==> config.mk <==
export PLATFORM = sky130hd
export DESIGN_NAME = regfile_write_buffer
export DESIGN_NICKNAME = d
export VERILOG_FILES = /design/src/rtl/regfile_write_buffer.sv
export SDC_FILE = /design/constraint.sdc
export NUM_CORES = 1
export LEC_CHECK = 0
export ABC_AREA = 1
export BUFFER_PORTS_ARGS = -buffer_cell sky130_fd_sc_hd__buf_2
export CAP_MARGIN = 20
export CORE_MARGIN = 2
export CORE_UTILIZATION = 40
export CTS_CLUSTER_SIZE = 10
export DETAILED_ROUTE_END_ITERATION = 6
export PLACE_DENSITY = 0.69
export SYNTH_ARGS = -nofsm -noshare
export SYNTH_HDL_FRONTEND = slang
export SYNTH_SLANG_ARGS = --single-unit
==> constraint.sdc <==
create_clock -name Clk -period 2.3 [get_ports Clk]
set_input_delay 0 -clock Clk [delete_from_list [all_inputs] [get_ports Clk]]
set_output_delay 0 -clock Clk [all_outputs]
set_load 0.01 [all_outputs]
==> src/rtl/regfile_write_buffer.sv <==
// regfile_write_buffer
//   Write-side buffer in front of the 32x32 register file. Writeback requests
//   are queued in a small FIFO, and the head entry is drained onto the
//   regfile's synchronous write port on every clock edge while entries are
//   pending. Both read addresses are snooped so that consumers can bypass
//   data that has not been committed yet.
//
// Ports
//   Clk, Reset_n          clock (rising edge), asynchronous active-low reset
//   ReqValid/ReqReady     writeback request handshake
//   ReqAddr/ReqData       destination register and value of the request
//   RegWrite              regfile write enable (head entry present)
//   WriteRegister         regfile write address (head entry, else 0)
//   WriteData             regfile write data (head entry, else 0)
//   ReadRegister1/2       regfile read addresses being snooped
//   Hit1/Hit2             a pending entry matches the read address
//   HitData1/HitData2     newest pending data for the read address, else 0
//   Count                 number of valid entries
module regfile_write_buffer #(
  parameter int WIDTH = 32,
  parameter int AW    = 5,
  parameter int DEPTH = 4,
  localparam int CW   = $clog2(DEPTH + 1),
  localparam int PW   = $clog2(DEPTH)
) (
  input  logic             Clk,
  input  logic             Reset_n,
  input  logic             ReqValid,
  output logic             ReqReady,
  input  logic [AW-1:0]    ReqAddr,
  input  logic [WIDTH-1:0] ReqData,
  output logic             RegWrite,
  output logic [AW-1:0]    WriteRegister,
  output logic [WIDTH-1:0] WriteData,
  input  logic [AW-1:0]    ReadRegister1,
  input  logic [AW-1:0]    ReadRegister2,
  output logic             Hit1,
  output logic             Hit2,
  output logic [WIDTH-1:0] HitData1,
  output logic [WIDTH-1:0] HitData2,
  output logic [CW-1:0]    Count
);

  logic [AW-1:0]    addr_r [DEPTH];
  logic [WIDTH-1:0] data_r [DEPTH];
  logic [PW-1:0]    wr_ptr_r;
  logic [PW-1:0]    rd_ptr_r;
  logic [CW-1:0]    count_r;

  logic accept_s;
  logic enq_s;
  logic pop_s;

  // Handshake and FIFO control decode.
  always_comb begin
    ReqReady = (count_r != CW'(DEPTH));
    accept_s = ReqValid && ReqReady;
    // Register 0 is hard-wired to zero, so such writes are swallowed.
    enq_s    = accept_s && (ReqAddr != AW'(0));
    pop_s    = (count_r != CW'(0));
  end

  // Pointer and occupancy state.
  always_ff @(posedge Clk or negedge Reset_n) begin
    if (!Reset_n) begin
      wr_ptr_r <= '0;
      rd_ptr_r <= '0;
      count_r  <= '0;
    end else begin
      if (enq_s) begin
        wr_ptr_r <= wr_ptr_r + PW'(1);
      end else begin
        wr_ptr_r <= wr_ptr_r;
      end
      if (pop_s) begin
        rd_ptr_r <= rd_ptr_r + PW'(1);
      end else begin
        rd_ptr_r <= rd_ptr_r;
      end
      case ({enq_s, pop_s})
        2'b10:   count_r <= count_r + CW'(1);
        2'b01:   count_r <= count_r - CW'(1);
        default: count_r <= count_r;
      endcase
    end
  end

  // Entry storage; only the slot at the write pointer is updated.
  always_ff @(posedge Clk or negedge Reset_n) begin
    if (!Reset_n) begin
      for (int i = 0; i < DEPTH; i++) begin
        addr_r[i] <= '0;
        data_r[i] <= '0;
      end
    end else begin
      for (int i = 0; i < DEPTH; i++) begin
        if (enq_s && (wr_ptr_r == PW'(i))) begin
          addr_r[i] <= ReqAddr;
          data_r[i] <= ReqData;
        end else begin
          addr_r[i] <= addr_r[i];
          data_r[i] <= data_r[i];
        end
      end
    end
  end

  // Write port driven straight from the head entry.
  always_comb begin
    Count = count_r;
    if (pop_s) begin
      RegWrite      = 1'b1;
      WriteRegister = addr_r[rd_ptr_r];
      WriteData     = data_r[rd_ptr_r];
    end else begin
      RegWrite      = 1'b0;
      WriteRegister = '0;
      WriteData     = '0;
    end
  end

  // Bypass search. Entries are walked oldest to newest starting at the
  // head, so a later match overrides an earlier one and the most recently
  // enqueued value wins. The head itself is included because its write is
  // only visible to regfile reads after this edge.
  always_comb begin
    Hit1     = 1'b0;
    Hit2     = 1'b0;
    HitData1 = '0;
    HitData2 = '0;
    for (int k = 0; k < DEPTH; k++) begin
      if ((CW'(k) < count_r) && (ReadRegister1 != AW'(0)) &&
          (addr_r[rd_ptr_r + PW'(k)] == ReadRegister1)) begin
        Hit1     = 1'b1;
        HitData1 = data_r[rd_ptr_r + PW'(k)];
      end else begin
        Hit1     = Hit1;
        HitData1 = HitData1;
      end
      if ((CW'(k) < count_r) && (ReadRegister2 != AW'(0)) &&
          (addr_r[rd_ptr_r + PW'(k)] == ReadRegister2)) begin
        Hit2     = 1'b1;
        HitData2 = data_r[rd_ptr_r + PW'(k)];
      end else begin
        Hit2     = Hit2;
        HitData2 = HitData2;
      end
    end
  end

endmodule
; Word level (Yosys, flattened, before mapping)
; Cells that the tools add are included.
; W data, S select, Z words.
[classes]
eq_ne = 14
reduce_logical = 28
n_addsub = 6
n_mux = 44
order_cmp = 8
bitwise = 4
[ops]
columns = operator, n
row1 = $mux W32, 17
row2 = $bmux W32 S2, 4
row3 = $mux W5, 9
row4 = $bmux W5 S2, 4
row5 = $eq A5 B5 Y1, 8
row6 = $logic_and A1 B1 Y1, 22
row7 = $reduce_bool A5 Y1, 3
row8 = $ge A3 B3 Y1 const B, 4
row9 = $not A2 Y3, 4
row10 = $mux W1, 9
row11 = $eq A2 B2 Y1 const B, 3
row12 = $lt A1 B3 Y1 const A, 2
row13 = $lt A2 B3 Y1 const A, 2
row14 = $pmux W3 S2, 1
row15 = $add A2 B1 Y2 const B, 2
row16 = $add A2 B2 Y2 const B, 2
row17 = $eq A2 B1 Y1 const B, 2
row18 = $add A3 B1 Y3 const B, 1
row19 = $ne A3 B3 Y1 const B, 1
row20 = $reduce_bool A3 Y1, 1
row21 = $sub A3 B1 Y3 const B, 1
row22 = $logic_not A2 Y1, 1
row23 = $reduce_bool A2 Y1, 1
[totals]
register_bits = 155
output_inout_bits = 108
elab_cells = 115

; Longest topological paths before layout
[depth]
depth_word = 10
depth_mapped = 18
mapped_depth_nobuf = 14

; Worst setup path before layout
; OpenSTA, ideal clock, no wires.
[synth_timing]
path_kind = reg2reg
start = register count_r[0], in the netlist Count[0]
end = register data_r[34] (netlist bit)
arrival_ns = 1.915
synth_period_minus_slack_ns = 1.998
path_stages_with_launch = 12
required_time_ns = 2.217
setup_slack_ns = 0.302
path_cell_list = dfrtp_1 inv_1 ha_1 nand2_1 and2_1 nand2_1 inv_1 nand2_1 clkbuf_1 buf_1 nand2_1 o21ai_0
[synth_via]
elab_chain_cells = 4
[synth_rtl]
columns = element, line
row1 = start: declaration, 48  ; logic [CW-1:0] count_r;
row2 = start signal: assignment, 81  ; 2'b10: count_r <= count_r + CW'(1);
row3 = start signal: assignment, 82  ; 2'b01: count_r <= count_r - CW'(1);
row4 = start signal: assignment, 83  ; default: count_r <= count_r;
row5 = $ne A3 B3 Y1, 56  ; ReqReady = (count_r != CW'(DEPTH));
row6 = named net ReqReady, 29  ; output logic ReqReady,
row7 = $logic_and A1 B1 Y1, 57  ; accept_s = ReqValid && ReqReady;
row8 = $logic_and A1 B1 Y1, 59  ; enq_s = accept_s && (ReqAddr != AW'(0));
row9 = $logic_and A1 B1 Y1, 97  ; if (enq_s && (wr_ptr_r == PW'(i))) begin
row10 = end signal: indexed assignment, 99  ; data_r[i] <= ReqData;
row11 = end signal: indexed assignment, 102  ; data_r[i] <= data_r[i];
row12 = end: declaration, 45  ; logic [WIDTH-1:0] data_r [DEPTH];
; The timed path passes the listed nets, and every way through them passes these cells.
; A chain may end at the register's enable or synchronous reset.

; Worst setup path in the final report
[layout_timing]
start = register rd_ptr_r[0]
end = output port HitData2[21]
[layout_via]
elab_chain_cells = 10
[layout_rtl]
columns = element, line
row1 = start: declaration, 47  ; logic [PW-1:0] rd_ptr_r;
row2 = start signal: assignment, 76  ; rd_ptr_r <= rd_ptr_r + PW'(1);
row3 = start signal: assignment, 78  ; rd_ptr_r <= rd_ptr_r;
row4 = $add A2 B1 Y2 or $not A2 Y3 (tied branches), "141, 143"
row5 = $not A2 Y3 (not written as such) or $bmux W5 S2 (tied branches), "141, 143"
row6 = $bmux W5 S2 or $mux W5 (tied branches), 141  ; (addr_r[rd_ptr_r + PW'(k)] == ReadRegister2)) begin
row7 = $mux W5 (not written as such), 141
row8 = $mux W5 (not written as such) or $eq A5 B5 Y1 (tied branches), 141
row9 = $eq A5 B5 Y1 or $logic_and A1 B1 Y1 (tied branches), "141, 140"
row10 = $logic_and A1 B1 Y1 or $mux W32 (tied branches), 140  ; if ((CW'(k) < count_r) && (ReadRegister2 != AW'(0)) &&
row11 = $mux W32 (2 in a row), 140
row12 = $mux W32 *, 140
row13 = end: declaration, 40  ; output logic [WIDTH-1:0] HitData2,
; Mark *: on every way between the ends. The rest lies on a longest branch, timed or not. The select of a mux whose other input is x is not followed.

==> qor.yml <==
gr-usage-all-layers: 0.260
fin_skew_ns: 0.0123
worst_setup_path_end_kind: "output port"
viasPerCell: 5.19
p_int_mw: 12.3
fin_crit_sh: 1.18
relSlewSlack: 0.556
ys_ff_latch: 155
dieWidth_um: 185
async_flop_share: 1.00
clk_pin_slew_ns: 0.07
setup_viol: 70
grt_first_pass_wirelength_um: 70500
nets: 2464
synth_ff_type: "dfrtp_1"
required_ns: 2.30
fp.dieH_um: 185
rsz0062_at_grt: "yes"
gp_congestion: 0.907
status: "finished with violations"
cp-start-kind: "register"
multiInputGateArea_sq_um: 7810
post_dp_cell_area_sq_um: 14700
synth_nets: 2310
crit_slowest_cell: "dfrtp_4"
clkLatencyLatePin_ns: 0.44
cellLeakagePower_nw: 8.40
max_freq_mhz: 368
drtIter0Drc: 1178
yosysMostFrequentCell: "nand2_1"
synth_commonest_cells: "nand2_1, o21ai_0, nor2_1"
dp_slack_ns: 0.0164
htree_levels: 4
synth_area_leaders: "dfrtp_1, nand2_1, o21ai_0, nor2_1, inv_1"
io_pins: 158
hp-class: "in2reg"
cts_root_buffer: "clkbuf_16"
port-buffer-count: 157
grt_overflow: 0
hold_viol: 0
antenna_found_initial: 0
ir_worst_vdd_uv: 779
grt_start_max_net_pins: 98
drv_cap: 0
yosysSeqAreaShare: 0.297
coreArea_sq_um: 32400
dieArea_sq_um: 34100
n_antenna_cell: 0
drive_gt1_frac: 0.148
rows: 66
synth.avg_cell_area_sq_um: 5.80
clockBufferDepth: 2
tightest_slew_ns: 0.666
place_hpwl_um: 30000
antenna_left: 0
synthCells: 2251
synth_area_sq_um: 13100
drv_slew: 0
arrival_ns: 2.72
stdcell_area_sq_um: 16000
slowest_delay_ns: 0.54
seq_area_sq_um: 3890
grt_pass1_vias: 13778
cts_sinks: 155
area_delta_synth_final_pct: 22.7
tns_ns: -23.57
ys_types: 29
finalWorstSetupSlack_ns: -0.419
comb_power_share: 0.712
start_util: 0.403
p_seq_frac: 0.181
cts_buffers: 17
power_switching_mw: 14.8
p_sw_frac: 0.545
path_cells: "buf_12 > nand2_1 > o21ai_1 > nand2_1 > o21ai_2 > nand2_1 > o21ai_0 > nor2_1 > nand2_1 > nor2_4 > buf_4 > clkbuf_16 > nor2_1 > nand2_1 > nand2_1 > buf_2"
min_period_ns: 2.72
avgRoutedWirePerCell_um: 15.4
drc_errors: 4
yosysTopAreaCell: "dfrtp_1"
dr.pass1.iters: 7
synth_top_area_frac: 0.297
tritoncts: "yes"
yosysWarnings: 0
p_clk_frac: 0.107
crit_fanout: 25
p_per_area_nw_per_um2: 1690
wirelength_um: 44100
violations: "DRC, setup timing"
fillers: 3333
critPathKind: "reg2out"
via_count: 14857
cp_common_cell: "nand2_1"
synth_edf_count: 0
==> what timing repair did <==
action                                  4_1_cts  5_1_grt
endpoints found under the setup margin       90       98
hold buffers                                 38        0
hold endpoints to repair                    303        0
setup buffers                                 9        2
pin swaps                                     6        6
resized for setup                            25       33
cloned                                        3        3
==> final cells by class <==
cell class | instances | share of cell area
Inverter | 202 | 0.0478
Sequential cell | 155 | 0.243
Multi-Input combinational cell | 1736 | 0.487
Timing Repair Buffer | 293 | 0.150
Clock buffer | 17 | 0.0265
Tap cell | 442 | 0.0345
Clock inverter | 15 | 0.0109
==> placed cells by master, fill, tap and decap left out, types with 2 or more instances in the layout <==
| cell type | instances |
|---|---|
| buf_4 | 55 |
| nand2_2 | 25 |
| nor2_4 | 8 |
| buf_8 | 4 |
| nor2_2 | 5 |
| clkinvlp_4 | 2 |
| clkinv_8 | 2 |
| o21ai_2 | 5 |
| inv_1 | 196 |
| nand3_1 | 121 |
| inv_6 | 5 |
| dlygate4sd3_1 | 38 |
| dfrtp_4 | 2 |
| nor2b_1 | 2 |
| o21ai_1 | 65 |
| nor2_1 | 253 |
| ha_1 | 9 |
| nand4_1 | 66 |
| a21oi_1 | 2 |
| or2_2 | 3 |
| clkbuf_16 | 19 |
| xnor2_1 | 2 |
| o21ai_0 | 351 |
| inv_2 | 5 |
| nand2_4 | 3 |
| dfrtp_1 | 153 |
| buf_2 | 156 |
| nand3_2 | 8 |
| inv_8 | 5 |
| buf_12 | 32 |
| buf_6 | 5 |
| nand3_4 | 4 |
| nand2_1 | 791 |
| xor2_1 | 9 |
==> flip-flops by register name (all words and copies together), names as in the netlist <==
signal / count
data_r: 128
rd_ptr_r: 2
Count: 3
addr_r: 20
wr_ptr_r: 2
==> logic make-up (layout without fill, tap and decap cells) <==
group	after synthesis	count (layout)	synth area share
AOI/OAI and AO/OA	425	425	0.164
xor gates and xnor gates	11	11	0.00738
adders and majority gates	9	9	0.00862
buffers and inverters	363	527	0.119
DFF	155	155	0.297
and+or+nand+nor	1288	1291	0.404
==> per-stage QoR <==
| stage | hold slack [ns] | cells | power, mW | utilization |
|---|---|---|---|---|
| global route | 0.0633 | 2860 | 29.8 | 0.495 |
| global placement | -0.0691 | 2773 | 22.9 | 0.454 |
| floorplan | -0.296 | 2251 | 16.7 | - |
| finish | 0.0297 | 2860 | 27.1 | 0.495 |
| CTS | 0.0268 | 2855 | 26.7 | 0.491 |
| detailed placement | -0.0600 | 2773 | 23.2 | 0.454 |
==> power by group through the flow <==
stage	sequential (mW)	combinational (mW)	clock [mW]
CTS	4.89	18.9	2.95
global placement	4.87	18.0	0
detailed placement	4.93	18.3	0
floorplan	4.65	12.0	0
global route	5.08	21.6	3.07
finish	4.91	19.3	2.90
==> worst max-delay path: cells and delay by family, from the launching register on <==
| family | cells | cell delay, ns |
|---|---|---|
| AND/OR/NAND/NOR | 9 | 0.85 |
| AO/OA/AOI/OAI | 3 | 0.25 |
| buffers and inverters | 4 | 0.65 |
| flip-flops | 1 | 0.54 |
==> final timing paths <==
check | from | end | slack (ns) | cells after the start
min | ReqValid | wr_ptr_r[0] | 0.03 | 4
max reg2reg | Count[0] | data_r[77] | 0.24 | 10
max | rd_ptr_r[0] | HitData2[21] | -0.42 | 16
min in group asynchronous | Reset_n | data_r[58] | 0.04 | 2
min reg2reg | data_r[26] | data_r[26] | 0.49 | 2
max in group asynchronous | Reset_n | data_r[72] | 1.53 | 3
==> layer usage <==
metal | track usage | up-vias | wire [um] | share of wire
met5 | 0 | - | 0 | 0
met3 | 0.0366 | 98 | 3080 | 0.070
met2 | 0.422 | 563 | 20100 | 0.46
met1 | 0.347 | 6749 | 19400 | 0.44
met4 | 0.112 | 0 | 1540 | 0.035
li1 | - | 7447 | - | -
No activity file was read; power rests on OpenSTA's default activity.
